--- config.mk ---
export PLATFORM = sky130hd
export DESIGN_NAME = button_events
export DESIGN_NICKNAME = d
export VERILOG_FILES = /design/src/rtl/button_events_pkg.sv /design/src/rtl/button_debounce_repeat.sv /design/src/rtl/button_events.sv
export SDC_FILE = /design/constraint.sdc
export NUM_CORES = 1
export LEC_CHECK = 0
export ABC_AREA = 1
export CAP_MARGIN = 25
export CORE_AREA = 5 5 164 166
export DETAILED_ROUTE_END_ITERATION = 12
export DIE_AREA = 0 0 169 171
export PLACE_DENSITY = 0.78
export SYNTH_ARGS = -nofsm -noshare
export SYNTH_HDL_FRONTEND = slang
export SYNTH_SLANG_ARGS = --single-unit
--- constraint.sdc ---
create_clock -name clk -period 14.5 [get_ports clk]
set_clock_uncertainty 0.1 [all_clocks]
set_input_delay 4.35 -clock clk [delete_from_list [all_inputs] [get_ports clk]]
set_output_delay 4.35 -clock clk [all_outputs]
set_load 0.03 [all_outputs]
--- src/rtl/button_events_pkg.sv ---
// Shared constants for the push-button event front end: button indices,
// repeat FSM state encoding and the counter width helper.
package button_events_pkg;

   localparam int NUM_BTN   = 4;
   localparam int BTN_INC   = 0;
   localparam int BTN_DEC   = 1;
   localparam int BTN_LEFT  = 2;
   localparam int BTN_RIGHT = 3;

   typedef enum logic [1:0] {
      ST_IDLE   = 2'd0,
      ST_HOLD   = 2'd1,
      ST_DELAY  = 2'd2,
      ST_REPEAT = 2'd3
   } rep_state_e;

   // Width able to hold (largest timing parameter - 1); never narrower than 1.
   function automatic int cnt_width(input int a, input int b, input int c);
      int m;
      m = a;
      if (b > m) m = b;
      if (c > m) m = c;
      if (m < 2) return 1;
      return $clog2(m);
   endfunction

endpackage

--- src/rtl/button_debounce_repeat.sv ---
// One push-button: two-flop synchroniser, debounce counter and the
// press/auto-repeat FSM. event_o is a registered single-cycle event,
// stable_o the debounced level (1 = held).
module button_debounce_repeat
   import button_events_pkg::*;
#(
   parameter int DEBOUNCE_CYCLES = 120000,
   parameter int REPEAT_DELAY    = 6000000,
   parameter int REPEAT_PERIOD   = 1200000,
   parameter bit REPEAT_EN       = 1'b0
) (
   input  logic clk,
   input  logic reset,
   input  logic btn_n,
   output logic event_o,
   output logic stable_o
);

   localparam int CNT_W = cnt_width(DEBOUNCE_CYCLES, REPEAT_DELAY, REPEAT_PERIOD);
   localparam logic [CNT_W-1:0] DB_LAST     = CNT_W'(DEBOUNCE_CYCLES - 1);
   localparam logic [CNT_W-1:0] DELAY_LOAD  = CNT_W'(REPEAT_DELAY - 1);
   localparam logic [CNT_W-1:0] PERIOD_LOAD = CNT_W'(REPEAT_PERIOD - 1);

   logic             sync1_q, sync1_d;
   logic             sync2_q, sync2_d;
   logic             sample;
   logic             stable_q, stable_d;
   logic [CNT_W-1:0] db_cnt_q, db_cnt_d;
   rep_state_e       state_q, state_d;
   logic [CNT_W-1:0] timer_q, timer_d;
   logic             event_q, event_d;

   // Synchroniser and debounce: stable flips only after DEBOUNCE_CYCLES
   // consecutive samples that disagree with it.
   always_comb begin
      sync1_d  = btn_n;
      sync2_d  = sync1_q;
      sample   = ~sync2_q;
      stable_d = stable_q;
      db_cnt_d = db_cnt_q;
      if (sample == stable_q) begin
         db_cnt_d = '0;
      end else if (db_cnt_q == DB_LAST) begin
         stable_d = ~stable_q;
         db_cnt_d = '0;
      end else begin
         db_cnt_d = db_cnt_q + 1'b1;
      end
   end

   // Repeat FSM next state. It follows stable_d so the press event is
   // registered on the same edge that the stable level rises.
   always_comb begin
      state_d = state_q;
      timer_d = timer_q;
      event_d = 1'b0;
      unique case (state_q)
         ST_IDLE: begin
            if (stable_d && !stable_q) begin
               event_d = 1'b1;
               timer_d = DELAY_LOAD;
               state_d = REPEAT_EN ? ST_DELAY : ST_HOLD;
            end
         end
         ST_HOLD: begin
            if (!stable_d) begin
               state_d = ST_IDLE;
               timer_d = '0;
            end
         end
         ST_DELAY, ST_REPEAT: begin
            if (!stable_d) begin
               state_d = ST_IDLE;
               timer_d = '0;
            end else if (timer_q == '0) begin
               event_d = 1'b1;
               timer_d = PERIOD_LOAD;
               state_d = ST_REPEAT;
            end else begin
               timer_d = timer_q - 1'b1;
            end
         end
         default: begin
            state_d = ST_IDLE;
            timer_d = '0;
         end
      endcase
   end

   // Synchroniser and debounce registers; sync flops reset to "released".
   always_ff @(posedge clk or posedge reset) begin
      if (reset) begin
         sync1_q  <= 1'b1;
         sync2_q  <= 1'b1;
         stable_q <= 1'b0;
         db_cnt_q <= '0;
      end else begin
         sync1_q  <= sync1_d;
         sync2_q  <= sync2_d;
         stable_q <= stable_d;
         db_cnt_q <= db_cnt_d;
      end
   end

   // Repeat FSM state, timer and registered event output.
   always_ff @(posedge clk or posedge reset) begin
      if (reset) begin
         state_q <= ST_IDLE;
         timer_q <= '0;
         event_q <= 1'b0;
      end else begin
         state_q <= state_d;
         timer_q <= timer_d;
         event_q <= event_d;
      end
   end

   assign event_o  = event_q;
   assign stable_o = stable_q;

endmodule

--- src/rtl/button_events.sv ---
// Four debounced push-buttons turned into single-cycle inc/dec/left/right
// pulses. Events wait in a pending register until downstream accepts and
// are released one per cycle, lowest button index first.
//
// Handshake: accept acts as "ready". A pending bit is the "valid" for its
// event; an event transfers on any cycle where accept=1 and it is the
// lowest pending index, and its pulse appears on the following cycle.
// While accept=0 nothing transfers and pending bits hold.
module button_events
   import button_events_pkg::*;
#(
   parameter int          DEBOUNCE_CYCLES = 120000,
   parameter int          REPEAT_DELAY    = 6000000,
   parameter int          REPEAT_PERIOD   = 1200000,
   parameter logic [3:0]  REPEAT_MASK     = 4'b0011
) (
   input  logic       clk,
   input  logic       reset,
   input  logic [3:0] btn_n,
   input  logic       accept,
   output logic       increment,
   output logic       decrement,
   output logic       left,
   output logic       right,
   output logic [3:0] pressed
);

   logic [3:0] btn_event;
   logic [3:0] btn_stable;
   logic [3:0] grant;
   logic [3:0] pending_q, pending_d;
   logic [3:0] pulse_q, pulse_d;
   logic [3:0] pressed_q, pressed_d;

   for (genvar i = 0; i < NUM_BTN; i++) begin : g_btn
      button_debounce_repeat #(
         .DEBOUNCE_CYCLES (DEBOUNCE_CYCLES),
         .REPEAT_DELAY    (REPEAT_DELAY),
         .REPEAT_PERIOD   (REPEAT_PERIOD),
         .REPEAT_EN       (REPEAT_MASK[i])
      ) u_btn (
         .clk      (clk),
         .reset    (reset),
         .btn_n    (btn_n[i]),
         .event_o  (btn_event[i]),
         .stable_o (btn_stable[i])
      );
   end

   // Fixed-priority pick of the lowest pending index while downstream accepts.
   always_comb begin
      grant = '0;
      if (accept) begin
         if (pending_q[BTN_INC])        grant[BTN_INC]   = 1'b1;
         else if (pending_q[BTN_DEC])   grant[BTN_DEC]   = 1'b1;
         else if (pending_q[BTN_LEFT])  grant[BTN_LEFT]  = 1'b1;
         else if (pending_q[BTN_RIGHT]) grant[BTN_RIGHT] = 1'b1;
      end
   end

   // Pending/pulse next state: a new event wins over the clear of its own bit.
   always_comb begin
      pending_d = (pending_q & ~grant) | btn_event;
      pulse_d   = grant;
      pressed_d = btn_stable;
   end

   // Pending register, pulse and level output registers.
   always_ff @(posedge clk or posedge reset) begin
      if (reset) begin
         pending_q <= '0;
         pulse_q   <= '0;
         pressed_q <= '0;
      end else begin
         pending_q <= pending_d;
         pulse_q   <= pulse_d;
         pressed_q <= pressed_d;
      end
   end

   assign increment = pulse_q[BTN_INC];
   assign decrement = pulse_q[BTN_DEC];
   assign left      = pulse_q[BTN_LEFT];
   assign right     = pulse_q[BTN_RIGHT];
   assign pressed   = pressed_q;

endmodule

==> flow_summary_export.csv, run 1 <==
group,metric,value,unit
pwr,intPower,1.10,mW
floorplanning,die_w,169,um
logic_synthesis,synth_top_family_by_area,"simple AND/OR/NAND/NOR gates",
logic_synthesis,ys_types,48,
drt,drt-initial-drc-count,941,
setup_path,cp.arrival,1.57,ns
logic_synthesis,ys_seq_elements,220,
clocking,hold_buffers,0,
pwr,pwr-share-clk,52.5,%
logic_synthesis,yosysTopAreaCellShare,39.0,%
sta,setup_ws,8.48,ns
placed_design,io_buffer_count,14,
final_layout,finalNetCount,1966,
logic_synthesis,yosysMostFrequentCell,"nand2_1",
setup_path,worstPathRequired,10.05,ns
placed_design,post-place-ws,8.13,ns
global_routing,grtUsageTotal,21.2,%
logic_synthesis,synth_fa_ha_area_share,1.01,%
drt,drt-pass1-iter-count,7,
run_status,status,"finished clean",
setup_path,cp_slowest_cell,"clkdlybuf4s50_1",
setup_path,cpPeakStageDelay,0.68,ns
sta,finalHoldViolations,0,
floorplanning,fp.dieH,171,um
pwr,sw_frac_of_total,21.1,%
logic_synthesis,synth_simple_gate_area_share,41.2,%
logic_synthesis,yosysTopAreaCell,"dfrtp_1",
sta,whs,0.255,ns
pwr,p_leak,7.79,nW
drt,vias,12100,
drt,wire_per_inst,13.3,um
global_routing,grt_max_degree,79,
clocking,clk_path_buf_depth,3,
clocking,clock_sinks,220,
setup_path,start_kind,"flip-flop",
logic_synthesis,synth_xor_area_share,4.71,%
pwr,p_seq_share,45.1,%
setup_path,crit_buf_inv,1,
clocking,htree_levels,1,
drt,drt_wl_total,30.6,mm
floorplanning,initial_utilization,53.3,%
flow_run,cap_viol_max_count,0,
sta,max_slew_margin,36.1,%
logic_synthesis,synth_common_cells,"552 x nand2_1, 345 x nor2_1, 212 x dfrtp_1, 202 x inv_1, 171 x nand3_1",
clocking,post_cts.repair.setup_buffers,0,
logic_synthesis,muxShareOfSynthArea,0,%
placed_design,hpwl,21.8,mm
sta,min_period,6.02,ns
logic_synthesis,synth.area.top_cells,"dfrtp_1 39%, nand2_1 15%, nor2_1 9.5%",
clocking,cts_tree,"yes",
final_layout,design_area,0.0149,sq mm
global_routing,grt_pass1_vias,11500,
final_layout,stdcell_count,2303,
sta,post-route-period-util,41.5,%
logic_synthesis,syn_inst,1933,
pwr,peakVddDrop,0.0000895,V
setup_path,crit_path_end_kind,"output port",
logic_synthesis,synth_area,0.0136,sq mm
clocking,insertion_delay,0.53,ns
clocking,cts_buffers,26,
floorplanning,die-area,0.0289,sq mm
global_routing,grt_pass1_wl,53.1,mm
final_layout,fillers,2327,
pwr,switching_power,294,uW
logic_synthesis,synth-async-reset-ratio,100,%
drt,drt.antenna.violating_nets,0,
logic_synthesis,synth_ff_type,"dfrtp_1",
setup_path,cp_cell_sequence,"clkdlybuf4s50_1",
pwr,p_comb_share,2.5,%
final_layout,syn2layout_area_growth,9.82,%
drt,vias_per_cell,5.27,
sta,max_freq,0.166,GHz
final_layout,drive_above_1_share,8.08,%
setup_path,cp_top_family,"buffers and inverters",
global_routing,grt_overflow,0,
sta,drv_slew,0,
final_layout,diodes,0,
logic_synthesis,ys_warn_count,0,
logic_synthesis,yosysSeqAreaShare,40.6,%
sta,worst_pin_slew,0.958,ns
placed_design,place_inst,2254,
sta,setup_tns,0,ns
clocking,cts-root-buf,"clkbuf_16",
logic_synthesis,synth_nets,1951,
clocking,clkTransAtPathRegs,0.06,ns
floorplanning,rows,59,
drt,drc,0,
pwr,pwr_density_cell,93.2,mW/mm^2
floorplanning,ioPinCount,15,
setup_path,crit_fanout,1,
floorplanning,coreArea,0.0255,sq mm
clocking,ctsResizeCount,0,
setup_path,crit_type,"flip-flop to output port",
min_path,hold_class,"flip-flop to flip-flop",
logic_synthesis,synth_edf_count,0,
placed_design,gp_routability_congestion,0.933,
placed_design,placed_area,0.0139,sq mm
sta,setup_violations,0,
global_routing,antenna_found_initial,0,
logic_synthesis,synth_compound_area_share,4.83,%
logic_synthesis,avgSynthCellArea,7.03,sq um
sta,rsz0062_at_grt,"false",
[stage by stage]
step	util (%)	power [mW]
final	58.6	1.39
after CTS	58.6	1.41
after global routing	58.6	1.44
after detailed placement	54.7	0.673
after floorplan	-	0.660
after global placement	54.7	0.672
[flip-flops by register name (all words and copies together), names as in the netlist]
name                  flops
pulse_q                   4
pending_q                 4
g_btn.u_btn.db_cnt_q     92
g_btn.u_btn.state_q       8
g_btn.u_btn.sync2_q       4
g_btn.u_btn.timer_q      92
g_btn.u_btn.sync1_q       4
pressed                   4
g_btn.u_btn.stable_o      4
g_btn.u_btn.event_o       4
[per-layer routing]
| metal | track usage [%] | vias up | share of wire, % |
|---|---|---|---|
| met5 | 0 | - | 0 |
| met4 | 5.08 | 0 | 1.8 |
| met3 | 2.63 | 43 | 4.3 |
| met2 | 36.2 | 303 | 48 |
| met1 | 29.1 | 5602 | 46 |
| li1 | - | 6181 | - |
[final timing paths]
check,start,end,slack [ns],cells after the start
worst max-delay path,pulse_q[3],right,8.48,1
worst min-delay path,g_btn[0].u_btn.sync1_q,g_btn[0].u_btn.sync2_q,0.25,0
worst max register to register,g_btn[0].u_btn.db_cnt_q[0],g_btn[0].u_btn.timer_q[21],12.08,10
worst min register to register,g_btn[0].u_btn.sync1_q,g_btn[0].u_btn.sync2_q,0.25,0
max in group asynchronous,reset,g_btn[0].u_btn.timer_q[19],8.79,3
min in group asynchronous,reset,g_btn[2].u_btn.timer_q[4],4.20,2
[power by group through the flow]
stage               clock, mW  sequential [mW]  combinational, mW
finish                  0.730            0.627             0.0343
global route            0.770            0.627             0.0400
CTS                     0.747            0.627             0.0357
detailed placement          0            0.638             0.0354
global placement            0            0.637             0.0346
floorplan                   0            0.638             0.0218
[placed cells by master (no fill, tap or decap), types with 15 or more instances in the layout]
cell type and n:
o21ai_0 30, nor3_1 55, xor2_1 60, nand2_2 26
or2_2 15, nand3_2 15, nand3_1 171, a21oi_1 35
nand2_1 552, dfrtp_1 212, clkbuf_16 27, nor2_1 345
inv_1 201, nand4_1 54
[area by class of cell]
type | instances | area [sq um] | share of cell area, %
well taps | 335 | 419 | 2.81
clock buffers | 34 | 742 | 4.97
clock inverters | 14 | 233 | 1.56
multi-input cells | 1468 | 7030 | 47.1
inverters | 215 | 815 | 5.46
flip-flops and latches | 220 | 5520 | 37.0
repair buffers | 17 | 163 | 1.09
[logic make-up after synthesis]
group	Yosys count
and+or+nand+nor	1277
buffers and inverters	245
DFF	220
xor gates and xnor gates	73
adders and majority gates	11
AOI/OAI and AO/OA	107
[worst register-to-register path, delay by kind of cell, from the launching register on]
kind,cells,cell delay [ns]
AOI/OAI and AO/OA,2,0.64
adders and majority gates,1,0.19
DFF,1,0.37
and+or+nand+nor,7,1.01
(Power assumes the default switching activity.)
==> run 2: changes to the inputs <==
==> constraint.sdc (replaced) <==
create_clock -name clk -period 5.8 [get_ports clk]
set_clock_uncertainty 0.1 [all_clocks]
set_input_delay 1.74 -clock clk [delete_from_list [all_inputs] [get_ports clk]]
set_output_delay 1.74 -clock clk [all_outputs]
set_load 0.03 [all_outputs]
==> run 2 against run 1 <==
Non-clock buffer count increased by 2; via count decreased by 0.14%; largest power group is now sequential cells; die area unchanged; first-iteration DRC count decreased by 14%; highest routed layer unchanged; worst setup slack got worse by 6.1 ns.
==> flow_summary_export.csv, run 2 (synthesized netlist as in run 1, its figures left out) <==
group,metric,value,unit
run_status,status,"finished clean",
clocking,insertion_delay,0.53,ns
final_layout,drive_above_1_share,7.88,%
final_layout,finalNetCount,1967,
floorplanning,initial_utilization,53.3,%
drt,drt_wl_total,30.7,mm
pwr,pwr-share-clk,48.6,%
global_routing,grt_pass1_wl,54.0,mm
sta,rsz0062_at_grt,"false",
setup_path,cpPeakStageDelay,0.67,ns
drt,vias,12100,
placed_design,post-place-ws,2.38,ns
setup_path,crit_fanout,1,
global_routing,grt_pass1_vias,11700,
clocking,clock_sinks,220,
setup_path,worstPathRequired,3.96,ns
setup_path,cp_cell_sequence,"clkdlybuf4s50_1",
global_routing,grt_overflow,0,
sta,max_slew_margin,29.4,%
global_routing,antenna_found_initial,1,
final_layout,final_common_cell,"nand2_1",
setup_path,cp_top_family,"buffers and inverters",
sta,drv_slew,0,
floorplanning,ioPinCount,15,
pwr,switching_power,699,uW
placed_design,placed_area,0.0140,sq mm
clocking,clk_path_buf_depth,3,
placed_design,gp_routability_congestion,0.903,
global_routing,grt_max_degree,82,
setup_path,start_kind,"flip-flop",
pwr,pwr_density_cell,218,mW/mm^2
clocking,hold_buffers,0,
pwr,sw_frac_of_total,21.7,%
clocking,cts-root-buf,"clkbuf_16",
floorplanning,coreArea,0.0255,sq mm
final_layout,design_area,0.0148,sq mm
clocking,cts_buffers,25,
pwr,p_seq_share,48.6,%
flow_run,cap_viol_max_count,0,
setup_path,crit_path_end_kind,"output port",
floorplanning,die_w,169,um
setup_path,cp_slowest_cell,"clkdlybuf4s50_1",
clocking,cts_tree,"yes",
final_layout,final_cell_mix,"552 x nand2_1, 345 x nor2_1, 212 x dfrtp_1",
sta,setup_ws,2.41,ns
floorplanning,rows,59,
clocking,clkTransAtPathRegs,0.06,ns
pwr,intPower,2.52,mW
clocking,post_cts.repair.setup_buffers,0,
setup_path,crit_buf_inv,1,
sta,setup_violations,0,
pwr,p_leak,7.73,nW
pwr,p_comb_share,2.8,%
sta,setup_tns,0,ns
sta,post-route-period-util,58.5,%
placed_design,io_buffer_count,14,
drt,drt.antenna.violating_nets,0,
setup_path,cp.arrival,1.55,ns
min_path,hold_class,"flip-flop to flip-flop",
final_layout,syn2layout_area_growth,8.88,%
floorplanning,fp.dieH,171,um
setup_path,crit_type,"flip-flop to output port",
drt,drc,0,
sta,max_freq,0.295,GHz
clocking,htree_levels,1,
placed_design,hpwl,22.1,mm
drt,vias_per_cell,5.26,
drt,drt-initial-drc-count,811,
drt,wire_per_inst,13.3,um
sta,min_period,3.39,ns
clocking,ctsResizeCount,0,
final_layout,reg_top3,"g_btn.u_btn.db_cnt_q (92), g_btn.u_btn.timer_q (92), g_btn.u_btn.state_q (8)",
final_layout,fillers,2380,
global_routing,grtUsageTotal,21.7,%
drt,drt-pass1-iter-count,5,
floorplanning,die-area,0.0289,sq mm
sta,worst_pin_slew,1.05,ns
sta,finalHoldViolations,0,
pwr,peakVddDrop,0.000197,V
[run 2: metrics by stage]
stage / utilization (%) / power (mW) / cells / hold slack (ns)
after floorplan: - / 1.65 / 1933 / 0.245
after global placement: 54.8 / 1.68 / 2257 / 0.246
after detailed placement: 54.8 / 1.68 / 2257 / 0.247
after CTS: 58.1 / 3.26 / 2302 / 0.255
after global routing: 58.1 / 3.34 / 2303 / 0.259
final: 58.1 / 3.22 / 2303 / 0.255
[run 2: cell type report]
class,count,area [sq um],share of cell area (%)
multi-input combinational,1468,7030,47.5
sequential,220,5520,37.3
inverter,215,811,5.48
clock buffer,36,717,4.85
tap,335,419,2.83
timing repair buffer,19,190,1.29
clock inverter,9,104,0.702
antenna,1,2.50,0.0169
[run 2: power by group through the flow]
stage	sequential (mW)	combinational (mW)	clock, mW
after global placement	1.59	0.0883	0
after floorplan	1.60	0.0548	0
final	1.57	0.0892	1.57
after CTS	1.57	0.0929	1.60
after global routing	1.57	0.105	1.67
after detailed placement	1.59	0.0916	0
[run 2: path summary, 6_finish.rpt]
kind | end | slack, ns | cells past startpoint | startpoint
max | decrement | 2.41 | 1 | pulse_q[1]
min | g_btn[1].u_btn.sync2_q | 0.25 | 0 | g_btn[1].u_btn.sync1_q
max reg2reg | g_btn[3].u_btn.timer_q[2] | 3.28 | 9 | g_btn[3].u_btn.db_cnt_q[0]
min reg2reg | g_btn[1].u_btn.sync2_q | 0.25 | 0 | g_btn[1].u_btn.sync1_q
max in group asynchronous | g_btn[0].u_btn.sync1_q | 2.99 | 3 | reset
min in group asynchronous | g_btn[1].u_btn.timer_q[17] | 1.64 | 2 | reset
[run 2: layer usage]
| metal | GRT usage (%) | vias up | share of wire (%) |
|---|---|---|---|
| met3 | 2.56 | 53 | 3.8 |
| met4 | 6.13 | 0 | 2.4 |
| met1 | 29.5 | 5641 | 46 |
| met2 | 36.9 | 245 | 48 |
| li1 | - | 6173 | - |
| met5 | 0 | - | 0 |
